$ cat config.mk
export PLATFORM = sky130hd
export DESIGN_NAME = hazard1_lsu
export DESIGN_NICKNAME = d
export VERILOG_FILES = /design/src/rtl/hazard1_lsu_pkg.sv /design/src/rtl/hazard1_lsu_extend.sv /design/src/rtl/hazard1_lsu.sv
export SDC_FILE = /design/constraint.sdc
export NUM_CORES = 1
export LEC_CHECK = 0
export CORE_AREA = 2 2 108 110
export DETAILED_ROUTE_END_ITERATION = 16
export DIE_AREA = 0 0 110 112
export GPL_TIMING_DRIVEN = 0
export PLACE_DENSITY = 0.77
export SLEW_MARGIN = 40
export SYNTH_ARGS = -nofsm -noshare
export SYNTH_HDL_FRONTEND = slang
export SYNTH_SLANG_ARGS = --single-unit
export TNS_END_PERCENT = 50
$ cat constraint.sdc
create_clock -name clk -period 2.1 [get_ports clk]
set_input_delay 0.21 -clock clk [delete_from_list [all_inputs] [get_ports clk]]
set_output_delay 0.21 -clock clk [all_outputs]
set_load 0.1 [all_outputs]
$ cat src/rtl/hazard1_lsu_pkg.sv
// rtl/hazard1_lsu_pkg.sv - shared AHB encodings, LSU state type and request decode helpers
package hazard1_lsu_pkg;

  localparam logic [1:0] HTRANS_IDLE   = 2'b00;
  localparam logic [1:0] HTRANS_NONSEQ = 2'b10;

  localparam logic [1:0] HSIZE_B = 2'b00;
  localparam logic [1:0] HSIZE_H = 2'b01;
  localparam logic [1:0] HSIZE_W = 2'b10;

  typedef enum logic [1:0] {
    LSU_IDLE = 2'd0,
    LSU_ADDR = 2'd1,
    LSU_DATA = 2'd2
  } lsu_state_e;

  // Size 3 does not exist on RV32; stores have no unsigned variant.
  function automatic logic funct3_illegal(input logic wr, input logic [2:0] f3);
    return (f3[1:0] == 2'b11) || (wr && f3[2]);
  endfunction

  function automatic logic addr_misaligned(input logic [1:0] size, input logic [1:0] a);
    return ((size == HSIZE_H) && a[0]) || ((size == HSIZE_W) && (a != 2'b00));
  endfunction

endpackage

$ cat src/rtl/hazard1_lsu_extend.sv
// rtl/hazard1_lsu_extend.sv - selects the load lane from hrdata and sign/zero-extends it
module hazard1_lsu_extend
  import hazard1_lsu_pkg::*;
(
  input  logic [31:0] hrdata,
  input  logic [1:0]  addr,
  input  logic [1:0]  size,
  input  logic        is_unsigned,
  output logic [31:0] rdata
);

  logic [7:0]  byte_v;
  logic [15:0] half_v;

  always_comb begin
    byte_v = hrdata[7:0];
    case (addr)
      2'd1:    byte_v = hrdata[15:8];
      2'd2:    byte_v = hrdata[23:16];
      2'd3:    byte_v = hrdata[31:24];
      default: byte_v = hrdata[7:0];
    endcase
    half_v = addr[1] ? hrdata[31:16] : hrdata[15:0];

    case (size)
      HSIZE_B: rdata = {{24{~is_unsigned & byte_v[7]}}, byte_v};
      HSIZE_H: rdata = {{16{~is_unsigned & half_v[15]}}, half_v};
      default: rdata = hrdata;
    endcase
  end

endmodule

$ cat src/rtl/hazard1_lsu.sv
// rtl/hazard1_lsu.sv - Hazard1 load/store unit, one AHB-Lite access at a time
// Optional: HAZARD1_LSU_ALIGN_CHECK_EN rejects misaligned H/W accesses instead of aligning them.
module hazard1_lsu
  import hazard1_lsu_pkg::*;
#(
  parameter int W_ADDR = 32,
  parameter int W_DATA = 32
) (
  input  logic              clk,
  input  logic              rst,
  input  logic              req_valid,
  output logic              req_ready,
  input  logic              req_write,
  input  logic [2:0]        req_funct3,
  input  logic [W_ADDR-1:0] req_addr,
  input  logic [W_DATA-1:0] req_wdata,
  output logic              rsp_valid,
  output logic [W_DATA-1:0] rsp_rdata,
  output logic              rsp_err,
  output logic [W_ADDR-1:0] haddr,
  output logic [1:0]        htrans,
  output logic              hwrite,
  output logic [2:0]        hsize,
  output logic [W_DATA-1:0] hwdata,
  input  logic [W_DATA-1:0] hrdata,
  input  logic              hready,
  input  logic              hresp
);

  lsu_state_e        state_q, state_d;
  logic [W_ADDR-1:0] haddr_q, haddr_d;
  logic [1:0]        htrans_q, htrans_d;
  logic              hwrite_q, hwrite_d;
  logic [1:0]        size_q, size_d;
  logic              unsigned_q, unsigned_d;
  logic [W_DATA-1:0] hwdata_q, hwdata_d;
  logic              rsp_valid_q, rsp_valid_d;
  logic              rsp_err_q, rsp_err_d;
  logic [W_DATA-1:0] rsp_rdata_q, rsp_rdata_d;

  logic              req_bad;
  logic [W_ADDR-1:0] addr_aligned;
  logic [W_DATA-1:0] wdata_lanes;
  logic [W_DATA-1:0] load_data;

  hazard1_lsu_extend u_extend (
    .hrdata      (hrdata),
    .addr        (haddr_q[1:0]),
    .size        (size_q),
    .is_unsigned (unsigned_q),
    .rdata       (load_data)
  );

  always_comb begin
`ifdef HAZARD1_LSU_ALIGN_CHECK_EN
    req_bad = funct3_illegal(req_write, req_funct3) ||
              addr_misaligned(req_funct3[1:0], req_addr[1:0]);
`else
    req_bad = funct3_illegal(req_write, req_funct3);
`endif

    // When misalignment is rejected upstream this forcing is a no-op.
    case (req_funct3[1:0])
      HSIZE_H: addr_aligned = {req_addr[W_ADDR-1:1], 1'b0};
      HSIZE_W: addr_aligned = {req_addr[W_ADDR-1:2], 2'b00};
      default: addr_aligned = req_addr;
    endcase

    case (req_funct3[1:0])
      HSIZE_B: wdata_lanes = {4{req_wdata[7:0]}};
      HSIZE_H: wdata_lanes = {2{req_wdata[15:0]}};
      default: wdata_lanes = req_wdata;
    endcase
  end

  always_comb begin
    state_d     = state_q;
    haddr_d     = haddr_q;
    htrans_d    = htrans_q;
    hwrite_d    = hwrite_q;
    size_d      = size_q;
    unsigned_d  = unsigned_q;
    hwdata_d    = hwdata_q;
    rsp_valid_d = 1'b0;
    rsp_err_d   = 1'b0;
    rsp_rdata_d = '0;

    case (state_q)
      LSU_IDLE: begin
        if (req_valid) begin
          if (req_bad) begin
            rsp_valid_d = 1'b1;
            rsp_err_d   = 1'b1;
          end else begin
            state_d    = LSU_ADDR;
            htrans_d   = HTRANS_NONSEQ;
            haddr_d    = addr_aligned;
            hwrite_d   = req_write;
            size_d     = req_funct3[1:0];
            unsigned_d = req_funct3[2];
            hwdata_d   = wdata_lanes;
          end
        end
      end
      LSU_ADDR: begin
        if (hready) begin
          state_d  = LSU_DATA;
          htrans_d = HTRANS_IDLE;
        end
      end
      LSU_DATA: begin
        // An AHB error's first cycle has hready=0 and simply keeps us waiting.
        if (hready) begin
          state_d     = LSU_IDLE;
          rsp_valid_d = 1'b1;
          rsp_err_d   = hresp;
          rsp_rdata_d = (!hwrite_q && !hresp) ? load_data : '0;
        end
      end
      default: begin
        state_d  = LSU_IDLE;
        htrans_d = HTRANS_IDLE;
      end
    endcase
  end

  always_ff @(posedge clk) begin
    if (rst) begin
      state_q     <= LSU_IDLE;
      haddr_q     <= '0;
      htrans_q    <= HTRANS_IDLE;
      hwrite_q    <= 1'b0;
      size_q      <= 2'b00;
      unsigned_q  <= 1'b0;
      hwdata_q    <= '0;
      rsp_valid_q <= 1'b0;
      rsp_err_q   <= 1'b0;
      rsp_rdata_q <= '0;
    end else begin
      state_q     <= state_d;
      haddr_q     <= haddr_d;
      htrans_q    <= htrans_d;
      hwrite_q    <= hwrite_d;
      size_q      <= size_d;
      unsigned_q  <= unsigned_d;
      hwdata_q    <= hwdata_d;
      rsp_valid_q <= rsp_valid_d;
      rsp_err_q   <= rsp_err_d;
      rsp_rdata_q <= rsp_rdata_d;
    end
  end

  assign req_ready = (state_q == LSU_IDLE);
  assign haddr     = haddr_q;
  assign htrans    = htrans_q;
  assign hwrite    = hwrite_q;
  assign hsize     = {1'b0, size_q};
  assign hwdata    = hwdata_q;
  assign rsp_valid = rsp_valid_q;
  assign rsp_err   = rsp_err_q;
  assign rsp_rdata = rsp_rdata_q;

endmodule

==> flow_summary_export.csv, run 1 <==
group,metric,value,unit
clock_tree,cts_max_level,3,
yosys,synth.mux.area_fraction,5.38,%
final_layout,diodes,0,
placed_design,port_buffers,207,
yosys,yosysSeqAreaShare,48.6,%
route,wirelength_met1,5670,um
yosys,syn_area,4330,sq um
setup_path,critPathRequiredTime,2.32,ns
final_layout,nNetsFinal,828,
clock_tree,numCtsBuffers,9,
clock_tree,root_buffer,"clkbuf_16",
yosys,synth_compound_area_share,23.6,%
global_route,grt_pass1_vias,4526,
timing,fmax,540,MHz
final_layout,area_growth,47.4,%
timing,setup_viol,0,
placed_design,post-dp-hpwl,11300,um
timing,slew_viol_final,0,
clock_tree,clkTransAtPathRegs,0.07,ns
timing,relSlewSlack,57.5,%
route,remaining_drc_errors,0,
die,dieArea,12300,sq um
yosys,synth-edff-count,0,
power_and_ir_drop,cellLeakagePower,0.00268,uW
route,routed.top_layer,"met4",
final_layout,layout_common_cells,"nand2_1, buf_2, dfxtp_1, clkdlybuf4s50_1, a21oi_1",
yosys,synth-simple-area-share,16.3,%
power_and_ir_drop,p_comb_share,28.6,%
clock_tree,insertion_delay,0.34,ns
die,start_util,38.7,%
yosys,synth_cell_types,37,
setup_path,crit_type,"input pin to flip-flop",
route,routed_wl,14600,um
route,drtIter0Drc,223,
hold_path,worstHoldPathType,"input pin to flip-flop",
clock_tree,clock_sinks,105,
clock_tree,cts_tree,"done",
outcome,outcome,"completed",
route,firstDrtPassIters,5,
yosys,synthAdderAreaFrac,0.868,%
die,die_h,112,um
setup_path,cp_max_fo,10,
power_and_ir_drop,p_sw,1910,uW
yosys,syn_inst,501,
timing,postLayoutSetupSlackWorst,0.247,ns
die,ios,210,
global_route,overflow,0,
setup_path,cp_data_arrival_time,2.07,ns
route,wl_met2,6960,um
route,avgViaCountPerCell,5.28,
route,avgRoutedWirePerCell,16.8,um
power_and_ir_drop,irDropWorstVdd,0.395,mV
global_route,grt_max_degree,17,
global_route,antenna_found_initial,0,
die,chipWidth,110,um
timing,fin_skew,0.00784,ns
timing,hold_violations,0,
setup_path,cp-start-kind,"input pin",
setup_path,critPathCaptureType,"flip-flop",
yosys,synth_top_family_by_area,"compound AO/OA/AOI/OAI gates",
final_layout,final_common_cell,"nand2_1",
placed_design,post_dp_cell_area,6070,sq um
power_and_ir_drop,p_sw_share,35.5,%
timing,period_share,88.2,%
final_layout,utilization,57.1,%
route,routed-wl-met3,1660,um
clock_tree,clockBufferDepth,2,
final_layout,drive_gt1_share,20.6,%
placed_design,globalplace.congestion,0.845,
global_route,grt_use_total,23.1,%
yosys,synthXorXnorAreaFrac,0,%
power_and_ir_drop,p_int,3470,uW
global_route,grt_pass1_wl,22000,um
job,cap_violations,0,
die,num_rows,39,
timing,min_period,1.85,ns
clock_tree,hold_buffers,0,
timing,rsz0062_at_grt,"no",
timing,worst_pin_slew,0.638,ns
route,vias,4575,
final_layout,fin_area,6380,sq um
yosys,synth_area_per_cell,8.64,sq um
yosys,async_reset_ff_share,0,%
clock_tree,cts_setup_buffers,0,
power_and_ir_drop,cellPowerDensity,845,nW/um^2
route,antenna_left,0,
die,fp.coreArea,11200,sq um
yosys,ys.flop_type,"dfxtp_1",
power_and_ir_drop,clock_power_share,31.6,%
yosys,yosys_warnings,0,
power_and_ir_drop,pwr-share-seq,39.8,%
placed_design,pre_cts_slack,-0.637,ns
yosys,ys_ff_latch,105,
-- metrics by stage --
step | total power [uW] | setup TNS (ns) | hold WS, ns | std cells
floorplan | 3280 | -0.0694 | 0.346 | 502
global placement | 3790 | -8.10 | 0.442 | 852
detailed placement | 3720 | -8.93 | 0.446 | 852
CTS | 5400 | 0 | 0.404 | 867
global route | 5580 | 0 | 0.411 | 867
finish | 5390 | 0 | 0.406 | 867
-- flip-flops by register name, indices dropped and copies added (netlist names) --
register,count
haddr,32
hwdata,32
rsp_rdata,32
size_q,2
state_q,2
htrans,1
hwrite,1
rsp_err,1
rsp_valid,1
unsigned_q,1
-- metal layers --
metal,global-route usage [%],vias to the layer above
met5,0,-
met4,8.27,0
met3,8.26,19
met2,38.7,241
met1,26.8,2120
li1,-,2195
-- critical path, stage by stage --
cell and delay [ns]:
clkdlybuf4s50_1 0.48, clkbuf_4 0.25, inv_1 0.09, ha_1 0.18, clkbuf_1 0.24, a22o_1 0.33, a211oi_1 0.21, nor3_1 0.07
-- final cells by class --
| cell class | instances | area [sq um] |
|---|---|---|
| Timing Repair Buffer | 207 | 1560 |
| Multi-Input combinational cell | 350 | 2010 |
| Clock inverter | 4 | 52.6 |
| Sequential cell | 105 | 2100 |
| Clock buffer | 11 | 243 |
| Tap cell | 143 | 179 |
| Inverter | 4 | 15.0 |
| Buffer | 43 | 215 |
| Fill cell | 998 | 4800 |
-- final timing paths --
path,slack (ns),end,cells past startpoint,startpoint
worst max register to register,0.33,rsp_rdata[29],6,haddr[1]
worst min register to register,0.45,haddr[26],2,haddr[26]
worst max-delay path,0.25,hwdata[29],8,req_funct3[1]
worst min-delay path,0.41,haddr[19],3,req_addr[19]
-- power by group through the flow --
| stage | registers (uW) | logic [uW] | clock network (uW) |
|---|---|---|---|
| floorplan | 2850 | 430 | 0 |
| global placement | 2190 | 1610 | 0 |
| detailed placement | 2190 | 1530 | 0 |
| CTS | 2140 | 1540 | 1720 |
| global route | 2150 | 1620 | 1800 |
| finish | 2140 | 1540 | 1700 |
-- synth_stat cells (2+ instances only) --
library cell / n / area share [%]
ha_1: 3 / 0.87
clkbuf_1: 26 / 2.3
a211oi_1: 25 / 4.3
buf_6: 2 / 0.52
nor2_1: 35 / 3.0
a22oi_1: 14 / 2.4
a21oi_1: 84 / 9.7
mux2i_1: 8 / 1.9
nor3_1: 10 / 1.2
nand3_1: 4 / 0.46
nor2b_1: 2 / 0.29
mux4_2: 5 / 2.6
a22o_1: 22 / 4.5
a21oi_2: 3 / 0.61
nand2_1: 114 / 9.9
buf_4: 7 / 1.2
nand3b_1: 3 / 0.52
buf_2: 7 / 0.81
dfxtp_1: 105 / 49
nand2b_1: 2 / 0.29
inv_1: 4 / 0.35
-- kinds of logic (layout without fill, tap and decap cells) --
group,Yosys count,count (layout)
multiplexers,15,15
AND/OR/NAND/NOR,174,174
adder cells (fa/ha/maj),3,3
flip-flops,105,105
AO/OA/AOI/OAI,156,156
buffers and inverters,47,269
other,1,2
-- what timing repair did --
action                                 4_1_cts  5_1_grt
gates resized for setup                      1        3
setup endpoints to repair                   16       11
pin swaps                                    0        0
endpoints found under the hold margin        0        0
Note: power is estimated with default switching activity, not from simulation.
==> run 2, diff against run 1 <==
--- a/config.mk
+++ b/config.mk
@@ -5,11 +5,11 @@
 export SDC_FILE = /design/constraint.sdc
 export NUM_CORES = 1
 export LEC_CHECK = 0
-export CORE_AREA = 2 2 108 110
+export CORE_AREA = 2 2 106 108
 export DETAILED_ROUTE_END_ITERATION = 16
-export DIE_AREA = 0 0 110 112
+export DIE_AREA = 0 0 108 110
 export GPL_TIMING_DRIVEN = 0
-export PLACE_DENSITY = 0.77
+export PLACE_DENSITY = 0.8
 export SLEW_MARGIN = 40
 export SYNTH_ARGS = -nofsm -noshare
 export SYNTH_HDL_FRONTEND = slang
==> run 2 against run 1 <==
  * Wire length shrank 0.85%
  * Clock-buffer cell count grew 1
  * Final cell count shrank 0.23%
  * Largest power group unchanged
  * Critical path depth is the same
  * Critical path type unchanged
  * Global-route usage grew 0.64 points
  * Sequential power is essentially flat
  * Clock skew grew 0.0042 ns
  * Combinational power is essentially flat
==> flow_summary_export.csv, run 2 (same netlist as run 1, synthesis figures left out) <==
group,metric,value,unit
placed_design,dpl.cell_count,849,
power_and_ir_drop,p_sw_share,37.3,%
timing,min_period,1.86,ns
power_and_ir_drop,cellPowerDensity,795,nW/um^2
placed_design,post-dp-hpwl,11200,um
timing,period_share,88.5,%
route,routed.top_layer,"met4",
placed_design,port_buffers,207,
route,routed_wl,14400,um
power_and_ir_drop,clock_power_share,26.3,%
setup_path,critPathRequiredTime,2.33,ns
setup_path,crit_slowest_cell,"clkdlybuf4s50_1",
route,wirelength_met1,5560,um
timing,fmax,538,MHz
timing,worst_pin_slew,0.606,ns
die,chipWidth,108,um
clock_tree,cts_tree,"done",
outcome,outcome,"completed",
timing,relSlewSlack,59.6,%
route,drtIter0Drc,304,
global_route,overflow,0,
setup_path,crit_type,"input pin to flip-flop",
final_layout,drive_gt1_share,20.7,%
die,dieArea,11900,sq um
timing,slew_viol_final,0,
final_layout,utilization,58.7,%
power_and_ir_drop,irDropWorstVdd,0.454,mV
route,routed-wl-met3,1700,um
power_and_ir_drop,p_sw,1860,uW
power_and_ir_drop,p_int,3130,uW
setup_path,cp_cell_sequence,"clkdlybuf4s50_1 > clkbuf_4 > inv_1 > ha_1 > clkbuf_1 > a22o_1 > a211oi_1 > nor3_1",
power_and_ir_drop,p_comb_share,30.9,%
timing,rsz0062_at_grt,"no",
final_layout,final_common_cell,"nand2_1",
global_route,antenna_found_initial,0,
clock_tree,root_buffer,"clkbuf_8",
power_and_ir_drop,cellLeakagePower,0.00263,uW
setup_path,path_buf_inv,4,
global_route,grt_pass1_vias,4415,
timing,hold_violations,0,
clock_tree,insertion_delay,0.36,ns
route,firstDrtPassIters,5,
clock_tree,cts_max_level,3,
route,avgViaCountPerCell,5.34,
route,antenna_left,0,
setup_path,slowest_delay,0.48,ns
timing,tns,0,ns
power_and_ir_drop,pwr-share-seq,42.8,%
final_layout,fin_cells,865,
setup_path,cp_max_fo,10,
timing,fin_skew,0.0120,ns
clock_tree,clkTransAtPathRegs,0.10,ns
clock_tree,clock_sinks,105,
placed_design,globalplace.congestion,0.925,
route,remaining_drc_errors,0,
route,wl_met2,6870,um
final_layout,layout_common_cells,"nand2_1, buf_2, dfxtp_1, clkdlybuf4s50_1, a21oi_1",
final_layout,diodes,0,
setup_path,critPathCaptureType,"flip-flop",
timing,setup_viol,0,
clock_tree,numCtsBuffers,9,
setup_path,crit_family,"buffers and inverters",
global_route,grt_pass1_wl,21700,um
hold_path,worstHoldPathType,"input pin to flip-flop",
setup_path,cp-start-kind,"input pin",
die,fp.coreArea,10700,sq um
final_layout,nNetsFinal,828,
die,num_rows,38,
global_route,grt_max_degree,17,
route,vias,4619,
die,ios,210,
job,cap_violations,0,
final_layout,area_growth,45.2,%
die,start_util,40.4,%
clock_tree,clockBufferDepth,2,
die,die_h,110,um
global_route,grt_use_total,23.7,%
clock_tree,cts_setup_buffers,0,
route,avgRoutedWirePerCell,16.7,um
setup_path,cp_data_arrival_time,2.09,ns
[run 2: metrics by stage]
stage	worst slack, ns	hold WS [ns]	cell area (sq um)	total power [uW]
3_3_place_gp	-0.538	0.442	6590	3790
3_5_place_dp	-0.653	0.446	6070	3720
6_report	0.242	0.383	6280	5000
5_1_grt	0.0731	0.363	6280	5190
4_1_cts	0.0946	0.366	6280	5020
2_1_floorplan	-0.0330	0.346	4340	3280
[run 2: final timing paths]
kind            startpoint            end  slack (ns)  cells after the start
max          req_funct3[1]     hwdata[24]        0.24                      8
min            req_addr[5]       haddr[5]        0.38                      3
max reg2reg       haddr[1]  rsp_rdata[28]        0.33                      6
min reg2reg       haddr[5]       haddr[5]        0.45                      2
[run 2: power by group through the flow]
stage	clock network, uW	logic (uW)	registers, uW
after floorplan	0	430	2850
after global placement	0	1610	2180
after detailed placement	0	1540	2180
after CTS	1340	1540	2140
after global routing	1420	1620	2150
final	1310	1550	2140
[run 2: timing repair]
item,CTS,global route
gates resized for setup,1,3
hold buffers,0,0
setup endpoints to repair,16,8
pin swaps,0,0
gates cloned,0,0
[run 2: layer usage]
layer  track usage, %  up-vias
li1                 -     2189
met1             28.2     2111
met2             40.1      291
met3             7.70       28
met4             8.97        0
met5                0        -
[run 2: worst reg2reg max path: cells and delay by family, from the launching register on]
family | cells | cell delay, ns
compound gates | 3 | 0.63
flops | 1 | 0.34
buf+inv | 2 | 0.34
mux | 1 | 0.33
[run 2: final cells by class]
cell class / count / area, sq um
tap: 140 / 175
multi-input combinational: 350 / 2010
timing repair buffer: 207 / 1560
sequential: 105 / 2100
clock inverter: 4 / 51.3
inverter: 4 / 15.0
clock buffer: 12 / 155
buffer: 43 / 215
fill: 964 / 4410
